<file path="src/rtl/button_light_pkg.sv">
// Shared constants for the push-button lamp controller.
// Mode encoding and default timing parameters.
package button_light_pkg;

  localparam int DEF_DEBOUNCE_CYC = 4;
  localparam int DEF_LONG_CYC     = 16;
  localparam int DEF_BLINK_HALF   = 8;

  typedef enum logic [1:0] {
    MODE_OFF   = 2'd0,
    MODE_ON    = 2'd1,
    MODE_BLINK = 2'd2
  } mode_t;

endpackage

</file>
<file path="src/rtl/button_light_ctrl_btn_debounce.sv">
// Two-flop synchroniser followed by a stable-count debouncer.
// btn_db only changes after DEBOUNCE_CYC consecutive differing cycles.
module btn_debounce #(
  parameter int DEBOUNCE_CYC = 4
) (
  input  logic clk,
  input  logic rst_n,
  input  logic button,
  output logic btn_db
);

  localparam int DW = $clog2(DEBOUNCE_CYC + 1);
  localparam logic [DW-1:0] DB_LAST = DW'(DEBOUNCE_CYC - 1);

  logic          sync1;
  logic          btn_s;
  logic [DW-1:0] db_cnt;

  // bring the raw button into the clock domain
  always_ff @(posedge clk) begin
    if (!rst_n) begin
      sync1 <= 1'b0;
      btn_s <= 1'b0;
    end else begin
      sync1 <= button;
      btn_s <= sync1;
    end
  end

  // accept a new level only after it has held long enough
  always_ff @(posedge clk) begin
    if (!rst_n) begin
      db_cnt <= '0;
      btn_db <= 1'b0;
    end else if (btn_s == btn_db) begin
      db_cnt <= '0;
    end else if (db_cnt == DB_LAST) begin
      db_cnt <= '0;
      btn_db <= btn_s;
    end else begin
      db_cnt <= db_cnt + 1'b1;
    end
  end

endmodule

</file>
<file path="src/rtl/button_light_ctrl.sv">
// Press classifier and lamp mode sequencer.
// Short press toggles OFF/ON, long press enters or leaves BLINK.
module button_light_ctrl
  import button_light_pkg::*;
#(
  parameter int DEBOUNCE_CYC = DEF_DEBOUNCE_CYC,
  parameter int LONG_CYC     = DEF_LONG_CYC,
  parameter int BLINK_HALF   = DEF_BLINK_HALF
) (
  input  logic       clk,
  input  logic       rst_n,
  input  logic       button,
  output logic       light,
  output logic [1:0] mode,
  output logic       press_short,
  output logic       press_long
);

  localparam int HW = $clog2(LONG_CYC + 1);
  localparam int BW = $clog2(BLINK_HALF + 1);
  localparam logic [HW-1:0] HOLD_LAST  = HW'(LONG_CYC - 1);
  localparam logic [HW-1:0] HOLD_MAX   = HW'(LONG_CYC);
  localparam logic [BW-1:0] BLINK_LAST = BW'(BLINK_HALF - 1);

  logic          btn_db;
  logic          btn_db_q;
  logic          rise;
  logic          fall;
  logic          long_hit;
  logic          long_done;
  logic [HW-1:0] hold_cnt;
  logic [BW-1:0] blink_cnt;
  mode_t         state;
  mode_t         state_nx;

  btn_debounce #(
    .DEBOUNCE_CYC(DEBOUNCE_CYC)
  ) u_db (
    .clk   (clk),
    .rst_n (rst_n),
    .button(button),
    .btn_db(btn_db)
  );

  assign rise = btn_db & ~btn_db_q;
  assign fall = ~btn_db & btn_db_q;
  // the rise term guards against a stale count left by a previous press
  assign long_hit = btn_db && !rise && !long_done
                    && (hold_cnt == HOLD_LAST);

  // classify each debounced press, one event per press
  always_ff @(posedge clk) begin
    if (!rst_n) begin
      btn_db_q    <= 1'b0;
      hold_cnt    <= '0;
      long_done   <= 1'b0;
      press_short <= 1'b0;
      press_long  <= 1'b0;
    end else begin
      btn_db_q    <= btn_db;
      press_long  <= long_hit;
      press_short <= fall && !long_done;
      if (rise || !btn_db)
        hold_cnt <= '0;
      else if (hold_cnt != HOLD_MAX)
        hold_cnt <= hold_cnt + 1'b1;
      if (fall)
        long_done <= 1'b0;
      else if (long_hit)
        long_done <= 1'b1;
    end
  end

  // mode state register
  always_ff @(posedge clk) begin
    if (!rst_n) state <= MODE_OFF;
    else        state <= state_nx;
  end

  // mode transitions on press events
  always_comb begin
    state_nx = state;
    unique case (state)
      MODE_OFF: begin
        if (press_short)     state_nx = MODE_ON;
        else if (press_long) state_nx = MODE_BLINK;
      end
      MODE_ON: begin
        if (press_short)     state_nx = MODE_OFF;
        else if (press_long) state_nx = MODE_BLINK;
      end
      MODE_BLINK: begin
        if (press_short || press_long) state_nx = MODE_OFF;
      end
      default: state_nx = MODE_OFF;
    endcase
  end

  // mode output
  always_comb begin
    mode = state;
  end

  // lamp drive, updated alongside the mode register
  always_ff @(posedge clk) begin
    if (!rst_n) begin
      light     <= 1'b0;
      blink_cnt <= '0;
    end else if (state_nx != state) begin
      blink_cnt <= '0;
      light     <= (state_nx == MODE_BLINK) || (state_nx == MODE_ON);
    end else if (state == MODE_BLINK) begin
      if (blink_cnt == BLINK_LAST) begin
        blink_cnt <= '0;
        light     <= ~light;
      end else begin
        blink_cnt <= blink_cnt + 1'b1;
      end
    end else begin
      blink_cnt <= '0;
      light     <= (state == MODE_ON);
    end
  end

endmodule

</file>
<file path="config.mk">
export PLATFORM = sky130hd
export DESIGN_NAME = button_light_ctrl
export DESIGN_NICKNAME = d
export VERILOG_FILES = /design/src/rtl/button_light_pkg.sv /design/src/rtl/button_light_ctrl_btn_debounce.sv /design/src/rtl/button_light_ctrl.sv
export SDC_FILE = /design/constraint.sdc
export NUM_CORES = 1
export LEC_CHECK = 0
export BUFFER_PORTS_ARGS = -buffer_cell sky130_fd_sc_hd__buf_2
export CORE_MARGIN = 1
export CORE_UTILIZATION = 50
export CTS_BUF_LIST = sky130_fd_sc_hd__clkbuf_4
export CTS_CLUSTER_SIZE = 14
export DETAILED_ROUTE_END_ITERATION = 7
export PLACE_DENSITY = 0.79
export RECOVER_POWER = 100
export SETUP_SLACK_MARGIN = 0.1
export SLEW_MARGIN = 15
export SYNTH_ARGS = -nofsm -noshare
export SYNTH_HDL_FRONTEND = slang
export SYNTH_HIERARCHICAL = 1
export SYNTH_SLANG_ARGS = --single-unit
</file>
<file path="constraint.sdc">
create_clock -name clk -period 1.75 [get_ports clk]
set_clock_uncertainty 0.05 [all_clocks]
set_input_delay 0.35 -clock clk [delete_from_list [all_inputs] [get_ports clk]]
set_output_delay 0.35 -clock clk [all_outputs]
set_load 0.01 [all_outputs]
</file>
==> report_table.html <==
<table>
<tr><th>Metric</th><th>Value</th></tr>
<tr><th colspan="2">CTS</th></tr>
<tr><td>Post-cts repair resize count</td><td>0</td></tr>
<tr><td>Clock tree from TritonCTS</td><td>done</td></tr>
<tr><td>Number of buffers between clock root and the deepest sink</td><td>2</td></tr>
<tr><td>CTS Hold Bufs</td><td>0</td></tr>
<tr><td>Total setup buffers inserted after CTS</td><td>0</td></tr>
<tr><td>Clock transition at the register clock pins on the worst setup and hold paths after CTS</td><td>between 0.1 and 0.15 ns</td></tr>
<tr><td>Clock Tree Root</td><td>clkbuf_4</td></tr>
<tr><td>Worst skew pair latency</td><td>~0.3 ns</td></tr>
<tr><td># H-tree levels</td><td>1</td></tr>
<tr><td>Total clock buffers created by CTS</td><td>3</td></tr>
<tr><td>Clock Sinks</td><td>22</td></tr>
<tr><th colspan="2">Outcome</th></tr>
<tr><td>Status</td><td>complete, no violations</td></tr>
<tr><th colspan="2">Layout</th></tr>
<tr><td>Final Net Count</td><td>110</td></tr>
<tr><td># diodes</td><td>0</td></tr>
<tr><td>Fin area</td><td>around 980 um2</td></tr>
<tr><td>Share of layout cells above drive strength 1</td><td>under 10%</td></tr>
<tr><td>Most common cell after layout, fill and taps aside</td><td>dfxtp_1</td></tr>
<tr><td>P&amp;R area growth vs syn</td><td>8.74%</td></tr>
<tr><td>Most frequent cells in the layout</td><td>dfxtp_1, nor2_1, inv_1</td></tr>
<tr><td>Filler cells</td><td>~140</td></tr>
<tr><th colspan="2">Timing</th></tr>
<tr><td>Worst slew pin tran</td><td>between 0.5 and 0.6 ns</td></tr>
<tr><td>Count of final setup violators</td><td>0</td></tr>
<tr><td>Share of the clock period used by the worst path</td><td>between 70% and 80%</td></tr>
<tr><td>Final number of max-transition violations</td><td>0</td></tr>
<tr><td>Max transition margin</td><td>approximately 66%</td></tr>
<tr><td>Fmax achieved</td><td>about 740 MHz</td></tr>
<tr><td>Min Clock Period, post-route</td><td>approximately 1.4 ns</td></tr>
<tr><td>Hold Vio Cnt, Final</td><td>0</td></tr>
<tr><td>Sum of negative setup slack</td><td>0 ns</td></tr>
<tr><td>Setup repair after global routing missed its margin</td><td>no</td></tr>
<tr><th colspan="2">Floorplan</th></tr>
<tr><td>Num rows</td><td>14</td></tr>
<tr><td>Width of the chip</td><td>around 44 um</td></tr>
<tr><td>Vertical extent of the die</td><td>between 40 and 50 um</td></tr>
<tr><td>Floorplan core area</td><td>~0.0016 mm2</td></tr>
<tr><td>Top-level port count</td><td>8</td></tr>
<tr><td>Effective utilization at floorplan</td><td>about 57%</td></tr>
<tr><td>Die outline area</td><td>approximately 0.0020 mm2</td></tr>
<tr><th colspan="2">Logic synthesis</th></tr>
<tr><td>Dominant combinational cell family by area after synthesis</td><td>simple AND/OR/NAND/NOR gates</td></tr>
<tr><td>Primary flip-flop cell chosen by synthesis mapping</td><td>dfxtp_1</td></tr>
<tr><td>Fraction of the mapped netlist area in simple logic gates</td><td>between 20% and 30%</td></tr>
<tr><td>Number of synthesis warnings</td><td>6</td></tr>
<tr><td>Number of enable-type register cells in the synthesized netlist</td><td>0</td></tr>
<tr><td>Combined area of all synthesized cells</td><td>around 900 um2</td></tr>
<tr><td>Adder-cell share of the synthesized area</td><td>8.32%</td></tr>
<tr><td>Post-synthesis compound-gate area fraction</td><td>under 10%</td></tr>
<tr><td>Cell count after synthesis</td><td>89</td></tr>
<tr><td>Multiplexer share of the synthesized area</td><td>3.47%</td></tr>
<tr><td>Register bit count reported by yosys</td><td>22</td></tr>
<tr><td>Avg Inst Size Synth</td><td>10.1 um2</td></tr>
<tr><td>Number of different library cells in the post-synthesis netlist</td><td>29</td></tr>
<tr><td>Fraction of registers with async set or reset after synthesis</td><td>0%</td></tr>
<tr><td>Synth Net Count</td><td>a little under 100</td></tr>
<tr><td>Post-synthesis sequential area ratio</td><td>roughly 50%</td></tr>
<tr><td>Share of the synthesized netlist area taken by xor and xnor gates</td><td>slightly below 5%</td></tr>
<tr><th colspan="2">Routing</th></tr>
<tr><td>Detailed Route Iter0 Violations</td><td>4</td></tr>
<tr><td>Vias per cell</td><td>around 5.3</td></tr>
<tr><td>Overall routed net length</td><td>~1400 um</td></tr>
<tr><td>TritonRoute pass-1 iters</td><td>4</td></tr>
<tr><td>Remaining design rule violation count</td><td>0</td></tr>
<tr><td>Vias</td><td>roughly 650</td></tr>
<tr><td>Final antenna-violating net count</td><td>0</td></tr>
<tr><td>Average wire per cell in the routed design</td><td>11.3 um</td></tr>
<tr><th colspan="2">Global route</th></tr>
<tr><td>Met3 Resource Use GR</td><td>between 6 and 7%</td></tr>
<tr><td>Global routing usage on met1</td><td>20.8%</td></tr>
<tr><td>Total global routing overflow</td><td>0</td></tr>
<tr><td>Vias in the first global route</td><td>approximately 600</td></tr>
<tr><td>Wire length of the first global-routing pass</td><td>about 2600 um</td></tr>
<tr><td>Grt met2 use</td><td>31.2%</td></tr>
<tr><td>Routing layer with the top usage in global route</td><td>met2</td></tr>
<tr><td>Pin count of the biggest net entering global routing</td><td>15</td></tr>
<tr><td>Global router's overall resource usage</td><td>18.2%</td></tr>
<tr><td>Number of antenna violations at the first check in global routing</td><td>0</td></tr>
<tr><th colspan="2">Setup path</th></tr>
<tr><td>R2R Path End</td><td>light</td></tr>
<tr><td>Element type at the critical path start</td><td>flip-flop</td></tr>
<tr><td>Start point of the critical path</td><td>blink_cnt[0]</td></tr>
<tr><td>Worst setup endpoint</td><td>light</td></tr>
<tr><td>Worst R2R Start</td><td>blink_cnt[0]</td></tr>
<tr><td>Type of the worst setup path</td><td>reg -&gt; reg</td></tr>
<tr><td>Arrival time of data at the critical path endpoint</td><td>about 1.5 ns</td></tr>
<tr><td>FF-to-FF setup slack</td><td>0.40 ns</td></tr>
<tr><td>Depth of the worst register-to-register path</td><td>4</td></tr>
<tr><td>Worst Path Max Fanout</td><td>3</td></tr>
<tr><td>Worst path required time</td><td>approximately 1.9 ns</td></tr>
<tr><td>Capturing element type of the critical path</td><td>flip-flop</td></tr>
<tr><th colspan="2">Place</th></tr>
<tr><td>IO buf count</td><td>7</td></tr>
<tr><td>Standard cell area after detailed placement</td><td>967 um2</td></tr>
<tr><td>Routability congestion estimate from global placement</td><td>about 0.76</td></tr>
<tr><td>HPWL reported at the end of detailed placement</td><td>1030 um</td></tr>
<tr><th colspan="2">Hold path</th></tr>
<tr><td>Hold Crit Class</td><td>in -&gt; reg</td></tr>
<tr><th colspan="2">Power and ir drop</th></tr>
<tr><td>Sequential power share</td><td>between 60 and 70%</td></tr>
<tr><td>Part of the total power dissipated in the clock network</td><td>30.1%</td></tr>
<tr><td>Int Pwr</td><td>just under 0.0006 W</td></tr>
<tr><td>Switching share of power</td><td>19.9%</td></tr>
<tr><td>Power dissipated by switching net loads</td><td>about 0.00015 W</td></tr>
<tr><td>Leak Pwr</td><td>roughly 0.36 nW</td></tr>
<tr><td>Maximum vdd ir drop</td><td>between 0.0005 and 0.0006 V</td></tr>
<tr><td>Cell area power density</td><td>around 750 mW/mm2</td></tr>
<tr><td>Combinational power share</td><td>about 1.5%</td></tr>
<tr><th colspan="2">Flow run</th></tr>
<tr><td>Maximum Capacitance Violations</td><td>0</td></tr>
</table>
## through the flow
step	instances	hold slack, ns	worst slack, ns	util, %	total power [W]
3_5_place_dp	120	0.376	0.421	60.7	0.000527
4_1_cts	124	0.194	0.399	62.3	0.000751
3_3_place_gp	120	0.367	0.466	60.7	0.000527
5_1_grt	124	0.177	0.200	61.5	0.000778
2_1_floorplan	89	0.357	0.486	-	0.000521
6_report	124	0.206	0.398	61.5	0.000738
## power groups by stage
stage               Sequential [W]  Clock, W  Combinational (W)
detailed placement        0.000516         0          0.0000114
global placement          0.000516         0          0.0000110
finish                    0.000505  0.000222          0.0000113
floorplan                 0.000516         0         0.00000527
global route              0.000505  0.000260          0.0000126
CTS                       0.000505  0.000235          0.0000117
## how the worst min path moves through the flow
stage                    from              to  cells after the start
2_1_floorplan  u_db/db_cnt[0]  u_db/db_cnt[0]                      1
3_3_place_gp   u_db/db_cnt[0]  u_db/db_cnt[0]                      1
3_5_place_dp       u_db/sync1      u_db/btn_s                      1
4_1_cts                button      u_db/sync1                      2
5_1_grt                button      u_db/sync1                      2
6_report               button      u_db/sync1                      2
## critical path: stages (launching register included)
cell,delay [ns]
dfxtp_1,0.37
ha_1,0.19
nand3b_1,0.12
and3_1,0.20
o311a_1,0.32
## layer usage
layer | wire [um] | share of wire [%]
met1 | 657 | 47
met3 | 48 | 3.4
met5 | 0 | 0
met2 | 677 | 48
met4 | 17 | 1.2
## cell families (layout without fill, tap and decap cells)
| logic type | count (synthesis) | in the layout |
|---|---|---|
| AO/OA/AOI/OAI | 7 | 7 |
| multiplexers | 3 | 3 |
| buffers and inverters | 7 | 18 |
| flip-flops | 22 | 22 |
| XOR/XNOR | 5 | 5 |
| AND/OR/NAND/NOR | 39 | 39 |
| adder cells (fa/ha/maj) | 6 | 6 |
## synth_stat cells, types with 2 or more instances
cell / count / area share [%]
a21oi_1: 3 / 1.7
and2_1: 3 / 2.1
and3_1: 3 / 2.1
dfxtp_1: 22 / 49
ha_1: 6 / 8.3
inv_1: 7 / 2.9
mux2i_1: 2 / 2.2
nand2_1: 3 / 1.2
nand3_1: 4 / 2.2
nor2_1: 9 / 3.7
nor2b_1: 2 / 1.4
nor3b_1: 3 / 2.5
nor4b_1: 3 / 2.9
xnor2_1: 3 / 2.9
xor2_1: 2 / 1.9
## final cells by class
class / instances / area (um2) / share of cell area (%)
multi-input cells: 60 / 430 / 43.9
inverters: 7 / 26.3 / 2.68
flip-flops and latches: 22 / 440 / 44.9
clock inverters: 1 / 3.75 / 0.383
well taps: 24 / 30.0 / 3.06
clock buffers: 3 / 22.5 / 2.30
repair buffers: 7 / 27.5 / 2.81
## flip-flops by register name, indices dropped and copies added (netlist names)
register / flops
u_db/btn_db: 1
mode: 2
u_db/db_cnt: 3
btn_db_q: 1
blink_cnt: 4
press_long: 1
press_short: 1
light: 1
hold_cnt: 5
u_db/sync1: 1
long_done: 1
u_db/btn_s: 1
(Power assumes the default switching activity.)
